$ cat src/rtl/seq_divider_pkg.sv
// -----------------------------------------------------------------------------
// seq_divider_pkg
// Shared ALU definitions used by the sequential divider:
//   - state_e        : divider FSM state encoding (IDLE, RUN, DONE)
//   - cnt_width()    : width of the step counter for a given operand size
//   - DBZ_QUOT_FILL  : fill bit of the divide-by-zero quotient (all ones);
//                      the divide-by-zero remainder is the dividend itself
// -----------------------------------------------------------------------------
package seq_divider_pkg;

    typedef enum logic [1:0] {
        IDLE = 2'd0,
        RUN  = 2'd1,
        DONE = 2'd2
    } state_e;

    // The counter holds SIZE-1 down to 0, so $clog2(SIZE) bits suffice.
    // Clamp to one bit so SIZE=1 still yields a legal vector.
    function automatic int cnt_width(input int size);
        return (size > 1) ? $clog2(size) : 1;
    endfunction

    // Divide-by-zero quotient is every bit set to this value.
    localparam logic DBZ_QUOT_FILL = 1'b1;

endpackage

$ cat src/rtl/seq_divider_step.sv
// -----------------------------------------------------------------------------
// div_step
// One combinational restoring-division step.
//   r_i [SIZE-1:0] : partial remainder (low SIZE bits of R)
//   q_i [SIZE-1:0] : dividend/quotient shift register
//   d_i [SIZE-1:0] : divisor
//   r_o [SIZE-1:0] : next partial remainder
//   q_o [SIZE-1:0] : next shift register, new quotient bit shifted in at LSB
// The full restoring remainder is SIZE+1 bits, but because R < D holds after
// every step its top bit is always 0, so only the low SIZE bits are carried.
// -----------------------------------------------------------------------------
module div_step
    import seq_divider_pkg::*;
#(
    parameter int SIZE = 32
) (
    input  logic [SIZE-1:0] r_i,
    input  logic [SIZE-1:0] q_i,
    input  logic [SIZE-1:0] d_i,
    output logic [SIZE-1:0] r_o,
    output logic [SIZE-1:0] q_o
);

    logic [SIZE:0] shifted;
    logic [SIZE:0] trial;
    logic          borrow;

    always_comb begin
        shifted = {r_i, q_i[SIZE-1]};
        trial   = shifted - {1'b0, d_i};
        borrow  = trial[SIZE];
        if (!borrow) begin
            r_o = trial[SIZE-1:0];
            q_o = (q_i << 1) | {{(SIZE-1){1'b0}}, 1'b1};
        end else begin
            // Restore: keep the shifted remainder, quotient bit is 0.
            r_o = shifted[SIZE-1:0];
            q_o = q_i << 1;
        end
    end

endmodule

$ cat src/rtl/seq_divider.sv
// -----------------------------------------------------------------------------
// seq_divider
// Multi-cycle unsigned restoring divider, one quotient bit per clock.
//   clk, rst      : clock, synchronous active-high reset
//   start         : request a divide; taken only while idle
//   dividend      : numerator, sampled on accept
//   divisor       : denominator, sampled on accept
//   busy          : high whenever not idle
//   done          : single-cycle pulse, results valid in that cycle
//   quotient      : registered quotient (all ones on divide by zero)
//   remainder     : registered remainder (dividend on divide by zero)
//   div_by_zero   : registered flag, set when the accepted divisor was 0
// Handshake: start is a request sampled only in IDLE; there is no ready
// output, busy low is the ready indication. Results and div_by_zero hold
// until the next accepted start produces new ones.
// -----------------------------------------------------------------------------
module seq_divider
    import seq_divider_pkg::*;
#(
    parameter int SIZE = 32
) (
    input  logic            clk,
    input  logic            rst,
    input  logic            start,
    input  logic [SIZE-1:0] dividend,
    input  logic [SIZE-1:0] divisor,
    output logic            busy,
    output logic            done,
    output logic [SIZE-1:0] quotient,
    output logic [SIZE-1:0] remainder,
    output logic            div_by_zero
);

    localparam int CW = cnt_width(SIZE);

    state_e          state_q, state_d;
    logic [SIZE-1:0] r_q, r_d;
    logic [SIZE-1:0] q_q, q_d;
    logic [SIZE-1:0] d_q, d_d;
    logic [CW-1:0]   cnt_q, cnt_d;
    logic            busy_q, busy_d;
    logic            done_q, done_d;
    logic            dbz_q, dbz_d;
    logic [SIZE-1:0] quotient_q, quotient_d;
    logic [SIZE-1:0] remainder_q, remainder_d;

    logic [SIZE-1:0] r_nxt;
    logic [SIZE-1:0] q_nxt;

    div_step #(.SIZE(SIZE)) u_step (
        .r_i (r_q),
        .q_i (q_q),
        .d_i (d_q),
        .r_o (r_nxt),
        .q_o (q_nxt)
    );

    always_comb begin
        state_d     = state_q;
        r_d         = r_q;
        q_d         = q_q;
        d_d         = d_q;
        cnt_d       = cnt_q;
        dbz_d       = dbz_q;
        quotient_d  = quotient_q;
        remainder_d = remainder_q;

        case (state_q)
            IDLE: begin
                if (start) begin
                    q_d   = dividend;
                    d_d   = divisor;
                    r_d   = '0;
                    cnt_d = CW'(SIZE - 1);
                    dbz_d = 1'b0;
                    if (divisor == '0) begin
                        state_d     = DONE;
                        quotient_d  = {SIZE{DBZ_QUOT_FILL}};
                        remainder_d = dividend;
                        dbz_d       = 1'b1;
                    end else begin
                        state_d = RUN;
                    end
                end
            end
            RUN: begin
                r_d   = r_nxt;
                q_d   = q_nxt;
                cnt_d = cnt_q - CW'(1);
                // Counter at 0 marks the final step; capture its result directly.
                if (cnt_q == '0) begin
                    state_d     = DONE;
                    quotient_d  = q_nxt;
                    remainder_d = r_nxt;
                end
            end
            DONE: begin
                state_d = IDLE;
            end
            default: begin
                state_d = IDLE;
            end
        endcase

        // Status outputs are registered from the next state so they line up
        // with the state they describe.
        busy_d = (state_d != IDLE);
        done_d = (state_d == DONE);
    end

    always_ff @(posedge clk) begin
        if (rst) begin
            state_q     <= IDLE;
            r_q         <= '0;
            q_q         <= '0;
            d_q         <= '0;
            cnt_q       <= '0;
            busy_q      <= 1'b0;
            done_q      <= 1'b0;
            dbz_q       <= 1'b0;
            quotient_q  <= '0;
            remainder_q <= '0;
        end else begin
            state_q     <= state_d;
            r_q         <= r_d;
            q_q         <= q_d;
            d_q         <= d_d;
            cnt_q       <= cnt_d;
            busy_q      <= busy_d;
            done_q      <= done_d;
            dbz_q       <= dbz_d;
            quotient_q  <= quotient_d;
            remainder_q <= remainder_d;
        end
    end

    assign busy        = busy_q;
    assign done        = done_q;
    assign div_by_zero = dbz_q;
    assign quotient    = quotient_q;
    assign remainder   = remainder_q;

endmodule
$ cat config.mk
export PLATFORM = sky130hd
export DESIGN_NAME = seq_divider
export DESIGN_NICKNAME = d
export VERILOG_FILES = /design/src/rtl/seq_divider_pkg.sv /design/src/rtl/seq_divider_step.sv /design/src/rtl/seq_divider.sv
export SDC_FILE = /design/constraint.sdc
export NUM_CORES = 1
export LEC_CHECK = 0
export ABC_AREA = 1
export CORE_UTILIZATION = 44
export CTS_CLUSTER_DIAMETER = 150
export DETAILED_ROUTE_END_ITERATION = 12
export GPL_ROUTABILITY_DRIVEN = 0
export HOLD_SLACK_MARGIN = 0.12
export PLACE_DENSITY = 0.78
export SYNTH_ARGS = -nofsm -noshare
export SYNTH_HDL_FRONTEND = slang
export SYNTH_HIERARCHICAL = 1
export SYNTH_SLANG_ARGS = --single-unit
$ cat constraint.sdc
create_clock -name clk -period 2.5 [get_ports clk]
set_clock_uncertainty 0.15 [all_clocks]
set_input_delay 0.5 -clock clk [delete_from_list [all_inputs] [get_ports clk]]
set_output_delay 0.5 -clock clk [all_outputs]
set_load 0.05 [all_outputs]
==> results of run 1 <==
## report_power, final
part	leakage, nW	internal (mW)	switching (mW)
logic	5.53	0.937	1.55
clock network	0.261	1.29	1.22
registers	1.39	2.92	0.133
## cells by family (layout without fill, tap and decap cells)
| logic type | after synthesis | count (layout) | synth area share |
|---|---|---|---|
| xor+xnor | 16 | 16 | 0.0128 |
| flops | 170 | 170 | 0.311 |
| simple gates | 888 | 895 | 0.345 |
| buf+inv | 433 | 599 | 0.170 |
| compound gates | 258 | 258 | 0.121 |
| fa+ha+maj | 35 | 35 | 0.0408 |
## worst register-to-register path, cell delays in order (launching register included)
cell and delay, ns:
dfxtp_1 0.50, ha_4 0.27, nand2_2 0.09, inv_1 0.07, nand2_1 0.09, inv_1 0.05
a21oi_1 0.18, nand2_2 0.10, nand2_4 0.13, nand2_8 0.09, nand2_8 0.17, nand2_8 0.11
nand2_1 0.08, nand2_1 0.07, nand2_1 0.11, o21ai_1 0.09, a21oi_1 0.16, nor2_1 0.06
## timing repair
action,4_1_cts,5_1_grt
setup buffers,4,3
pin swaps,16,28
endpoints found under the setup margin,66,66
gates cloned,5,2
resized for setup,48,57
## worst max path at each step
stage	slack, ns	from	cells after the start	endpoint
after floorplan	0.05	q_q[31]	20	remainder[25]
after global placement	-0.11	q_q[31]	19	remainder[13]
after detailed placement	-0.19	q_q[31]	19	r_q[1]
after CTS	-0.03	q_q[31]	19	remainder[2]
after global routing	-0.29	r_q[14]	17	remainder[16]
final	-0.19	r_q[14]	17	remainder[14]
## per-stage QoR
stage	area [um2]	worst slack (ns)
finish	14100	-0.193
global route	14100	-0.287
global placement	12900	-0.109
CTS	13800	-0.0301
floorplan	10900	0.0498
detailed placement	12900	-0.189
## layout by cell type, fill, tap and decap left out, types with 15 or more instances in the layout
cell type        synthesis  final
nand2_1                560    533
inv_1                  311    308
dfxtp_1                170    165
nor2_1                 157    150
clkdlybuf4s50_1          0    132
a21oi_1                129    115
o21ai_0                117    107
buf_4                   35    103
nand3_1                 63     56
nand4_1                 40     40
nand3b_1                34     34
nand2_2                  9     28
ha_1                    34     26
clkbuf_16                0     17
a21oi_2                  2     15
## sequential cells by signal, indices dropped and copies added, names as in the netlist
register and flops:
d_q 32, cnt_q 5, done 1, q_q 32
state_q 2, div_by_zero 1, r_q 32, remainder 32
busy 1, quotient 32
## routing by layer
| metal | track usage | up-vias | share of wire |
|---|---|---|---|
| met5 | 0 | - | 0 |
| met4 | 0.149 | 0 | 0.056 |
| met3 | 0.0451 | 129 | 0.074 |
| met2 | 0.432 | 509 | 0.45 |
| met1 | 0.319 | 5384 | 0.42 |
| li1 | - | 5836 | - |
## layout make-up
cell class	instances	share of cell area
repair buffers	248	0.165
clock buffers	18	0.0305
multi-input cells	1204	0.439
clock inverters	14	0.00828
well taps	324	0.0288
inverters	319	0.0853
flip-flops and latches	170	0.243
==> flow_metrics.env, run 1 <==
export IMPL_violations="setup timing"
export IMPL_yosys_most_used_dff="dfxtp_1"
export IMPL_power_mw=8.05
export IMPL_overflow=0
export IMPL_path_clk_slew_ns=0.07
export IMPL_yosys_top_cells_count="nand2_1, inv_1, dfxtp_1"
export IMPL_port_buffers=133
export IMPL_antenna_found_initial=0
export IMPL_cp_start_kind="register"
export IMPL_fp_dieW_um=160
export IMPL_whs_path_depth=2
export IMPL_initial_utilization=0.449
export IMPL_finalSetupTns_ns=-4.96
export IMPL_core_mm2=0.0243
export IMPL_grt_max_degree=71
export IMPL_dp_cells=2251
export IMPL_finalHoldViolCount=0
export IMPL_synth_area_leaders="dfxtp_1, nand2_1, inv_1"
export IMPL_cts_buffers=17
export IMPL_cts_max_level=4
export IMPL_pin_count=134
export IMPL_root_buffer="clkbuf_16"
export IMPL_power_density_mw_per_mm2=572
export IMPL_worstSetupPathType="register to register"
export IMPL_cp_max_fo=6
export IMPL_clk_latency_ns=0.44
export IMPL_whs_endpoint="q_q[26]"
export IMPL_synth_async_sr_flop_share=0
export IMPL_rrSetupSlack_ns=-0.19
export IMPL_synth_cell_area_mm2=0.0109
export IMPL_synth_enable_flop_cells=0
export IMPL_regArea_mm2=0.00341
export IMPL_endpoint_kind="register"
export IMPL_hold_path_class="register to register"
export IMPL_wl_per_cell_um=14.7
export IMPL_antenna_cells=0
export IMPL_via_per_inst=5.16
export IMPL_r2r_start="r_q[14]"
export IMPL_timing_fmax_mhz=371
export IMPL_reg2reg_to="remainder[14]"
export IMPL_clockBufferDepth=2
export IMPL_crit_required_ns=2.69
export IMPL_finalWorstSetupSlack_ns=-0.193
export IMPL_cts_sinks=170
export IMPL_ir_worst_vdd_uv=454
export IMPL_ys_ff_latch=170
export IMPL_final_setup_viol_count=54
export IMPL_firstDrtPassIters=8
export IMPL_finalCritPeriodShare=1.08
export IMPL_synth_distinct_cells=36
export IMPL_synth_fp_nets=1902
export IMPL_cp_slowest_cell="dfxtp_1"
export IMPL_max_slew_margin=0.433
export IMPL_fin_crit_ns=2.69
export IMPL_worstMarginPinSlew_ns=0.851
export IMPL_die_area_mm2=0.0255
export IMPL_ctsHoldBuffers=0
export IMPL_synth_seq_area_share=0.311
export IMPL_critPathArrivalTime_ns=2.88
export IMPL_finalMaxSlewViolations=0
export IMPL_multi_input_area_mm2=0.00618
export IMPL_route_vias_total=11900
export IMPL_grt_use_total=0.261
export IMPL_holdCritStartpoint="q_q[26]"
export IMPL_yosysWarnings=6
export IMPL_final_util=0.578
export IMPL_fin_cells=2297
export IMPL_hpwl_um=23100
export IMPL_critical_path_most_common_cell="nand2_1"
export IMPL_reg2regPathDepth=17
export IMPL_fillers=2244
export IMPL_ant_nets=0
export IMPL_dr_first_iter_drc_count=1083
export IMPL_grt_pass1_vias=11200
export IMPL_grt_pass1_wl_um=53900
export IMPL_critPathTopFamily="simple AND/OR/NAND/NOR gates"
export IMPL_yosysMostFrequentCell="nand2_1"
export IMPL_die_height_um=160
export IMPL_p_leak_nw=7.19
export IMPL_rows=57
export IMPL_cts_tree="done"
export IMPL_avgSynthCellArea_um2=6.07
export IMPL_status="complete, but fails checks"
export IMPL_maxCapViolations=0
export IMPL_drt_total_wl_um=33700
export IMPL_rsz0062_at_grt="yes"
export IMPL_drive_gt1_frac=0.131
export IMPL_synth_cells=1800
export IMPL_synth_top_area_frac=0.311
export IMPL_critPathBufInv=2
export IMPL_fin_nets=2062
export IMPL_synthToLayoutAreaGrowth_pct=28.6
export IMPL_max_stage_delay_ns=0.50
export IMPL_hold_slack_ns=0.315
export IMPL_yosys_area_top_type="dfxtp_1"
export IMPL_drc=0
export IMPL_crit_chain="ha_4 -> nand2_2 -> inv_1 -> nand2_1 -> inv_1 -> a21oi_1 -> nand2_2 -> nand2_4 -> nand2_8 -> nand2_8 -> nand2_8 -> nand2_1 -> nand2_1 -> nand2_1 -> o21ai_1 -> a21oi_1 -> nor2_1"
Power figures use the tool's default switching activity.
==> inputs of run 2 (changes only) <==
--- a/config.mk
+++ b/config.mk
@@ -16,3 +16,4 @@
 export SYNTH_HDL_FRONTEND = slang
 export SYNTH_HIERARCHICAL = 1
 export SYNTH_SLANG_ARGS = --single-unit
+export TNS_END_PERCENT = 30
==> flow_metrics.env, run 2 (synthesis results as in run 1) <==
export IMPL_status="complete, but fails checks"
export IMPL_violations="setup timing"
export IMPL_core_mm2=0.0243
export IMPL_crit_chain="ha_4 -> nand2_2 -> inv_1 -> nand2_1 -> inv_1 -> a21oi_1 -> nand2_2 -> nand2_4 -> nand2_8 -> nand2_8 -> nand2_4 -> nand2_1 -> nand2_1 -> nand2_1 -> o21ai_0 -> a21oi_1 -> nor2_1"
export IMPL_hold_path_class="register to register"
export IMPL_finalSetupTns_ns=-4.47
export IMPL_wl_met3_um=2460
export IMPL_top_layer_used="met4"
export IMPL_crit_required_ns=2.68
export IMPL_route_vias_total=11900
export IMPL_hold_slack_ns=0.315
export IMPL_sw_frac_of_total=0.360
export IMPL_max_slew_margin=0.458
export IMPL_cts_buffers=17
export IMPL_place_area_mm2=0.0129
export IMPL_endpoint_kind="register"
export IMPL_fin_nets=2062
export IMPL_max_stage_delay_ns=0.51
export IMPL_rows=57
export IMPL_power_frac_seq=0.379
export IMPL_finalCritPeriodShare=1.07
export IMPL_antenna_found_initial=0
export IMPL_cp_startpoint="r_q[14]"
export IMPL_grt_pass1_wl_um=53900
export IMPL_cp_start_kind="register"
export IMPL_critPathBufInv=2
export IMPL_final_setup_viol_count=53
export IMPL_port_buffers=133
export IMPL_power_density_mw_per_mm2=574
export IMPL_cts_max_level=4
export IMPL_grt_pass1_vias=11200
export IMPL_layout_common_cells="nand2_1, inv_1, dfxtp_1"
export IMPL_hpwl_um=23100
export IMPL_fillers=2262
export IMPL_finalWorstSetupSlack_ns=-0.184
export IMPL_combPwrFrac=0.308
export IMPL_finalHoldViolCount=0
export IMPL_p_leak_nw=7.18
export IMPL_root_buffer="clkbuf_16"
export IMPL_die_height_um=160
export IMPL_synthToLayoutAreaGrowth_pct=28.1
export IMPL_cts_tree="done"
export IMPL_overflow=0
export IMPL_cts_sinks=170
export IMPL_fin_crit_ns=2.68
export IMPL_dr_first_iter_drc_count=1095
export IMPL_drc=0
export IMPL_clk_latency_ns=0.44
export IMPL_antenna_cells=0
export IMPL_final_area_mm2=0.0140
export IMPL_drt_total_wl_um=33600
export IMPL_grt_use_total=0.261
export IMPL_wl_per_cell_um=14.6
export IMPL_timing_fmax_mhz=373
export IMPL_power_share_clock=0.313
export IMPL_fp_dieW_um=160
export IMPL_via_per_inst=5.17
export IMPL_critPathTopFamily="simple AND/OR/NAND/NOR gates"
export IMPL_power_internal_mw=5.15
export IMPL_die_area_mm2=0.0255
export IMPL_cp_max_fo=6
export IMPL_power_switching_mw=2.90
export IMPL_wl_met1_um=14200
export IMPL_pin_count=134
export IMPL_initial_utilization=0.449
export IMPL_holdCritStartpoint="q_q[26]"
export IMPL_firstDrtPassIters=6
export IMPL_met2_length_um=15100
export IMPL_ir_worst_vdd_uv=460
export IMPL_critical_path_most_common_cell="nand2_1"
export IMPL_critPathArrivalTime_ns=2.86
export IMPL_cp_slowest_cell="dfxtp_1"
export IMPL_drive_gt1_frac=0.124
export IMPL_final_common_cell="nand2_1"
export IMPL_path_clk_slew_ns=0.07
export IMPL_clockBufferDepth=2
export IMPL_r2r_start="r_q[14]"
export IMPL_worstSetupPathType="register to register"
export IMPL_ant_nets=0
export IMPL_grt_max_degree=71
export IMPL_maxCapViolations=0
export IMPL_rsz0062_at_grt="yes"
export IMPL_finalMaxSlewViolations=0
export IMPL_worstMarginPinSlew_ns=0.813
==> run 2: metal layers <==
layer  up-vias  track usage
met5         -            0
met4         0        0.149
met3       125       0.0451
met2       529        0.432
met1      5366        0.319
li1       5846            -
==> run 2: power groups by stage <==
stage	clock network (mW)	registers, mW	logic, mW
after detailed placement	0	3.10	2.32
final	2.52	3.05	2.48
after global routing	2.65	3.07	2.71
after floorplan	0	3.32	1.34
after global placement	0	3.10	2.28
after CTS	2.53	3.05	2.39
==> run 2: worst reg2reg max path, stage by stage, from the launching register on <==
cell     delay (ns)
dfxtp_1        0.51
ha_4           0.28
nand2_2        0.09
inv_1          0.07
nand2_1        0.09
inv_1          0.05
a21oi_1        0.18
nand2_2        0.10
nand2_4        0.13
nand2_8        0.09
nand2_8        0.17
nand2_4        0.11
nand2_1        0.07
nand2_1        0.06
nand2_1        0.12
o21ai_0        0.10
a21oi_1        0.15
nor2_1         0.06
==> run 2: cell type report <==
type	instances	area, um2	share of cell area
Clock buffer	18	429	0.0306
Timing Repair Buffer	248	2320	0.166
Sequential cell	170	3410	0.243
Tap cell	324	405	0.0289
Clock inverter	14	116	0.00831
Inverter	319	1200	0.0857
Multi-Input combinational cell	1204	6120	0.437
==> run 2: what timing repair did <==
item | CTS | global route
endpoints found under the setup margin | 66 | 66
hold buffers | 0 | 0
pin swaps | 16 | 29
gates cloned | 5 | 2
buffers inserted | 4 | 3
resized for setup | 48 | 42
==> run 2: final timing paths <==
kind                   end  slack [ns]  cells past startpoint
max          remainder[13]       -0.18                     17
min                q_q[26]        0.31                      2
max reg2reg  remainder[13]       -0.18                     17
min reg2reg        q_q[26]        0.31                      2
==> run 2: stage by stage <==
stage / util / instances / power [mW] / worst slack (ns)
after detailed placement: 0.532 / 2251 / 5.42 / -0.189
after global routing: 0.576 / 2297 / 8.43 / -0.300
after CTS: 0.568 / 2292 / 7.97 / -0.0301
after global placement: 0.532 / 2251 / 5.38 / -0.109
after floorplan: - / 1800 / 4.66 / 0.0498
final: 0.576 / 2297 / 8.04 / -0.184
==> inputs of run 3 (changes only) <==
--- a/config.mk
+++ b/config.mk
@@ -6,6 +6,7 @@
 export NUM_CORES = 1
 export LEC_CHECK = 0
 export ABC_AREA = 1
+export CAP_MARGIN = 20
 export CORE_UTILIZATION = 44
 export CTS_CLUSTER_DIAMETER = 150
 export DETAILED_ROUTE_END_ITERATION = 12
==> results of run 3 <==
No change in the layout: final DEF, timing and power equal those of run 2.
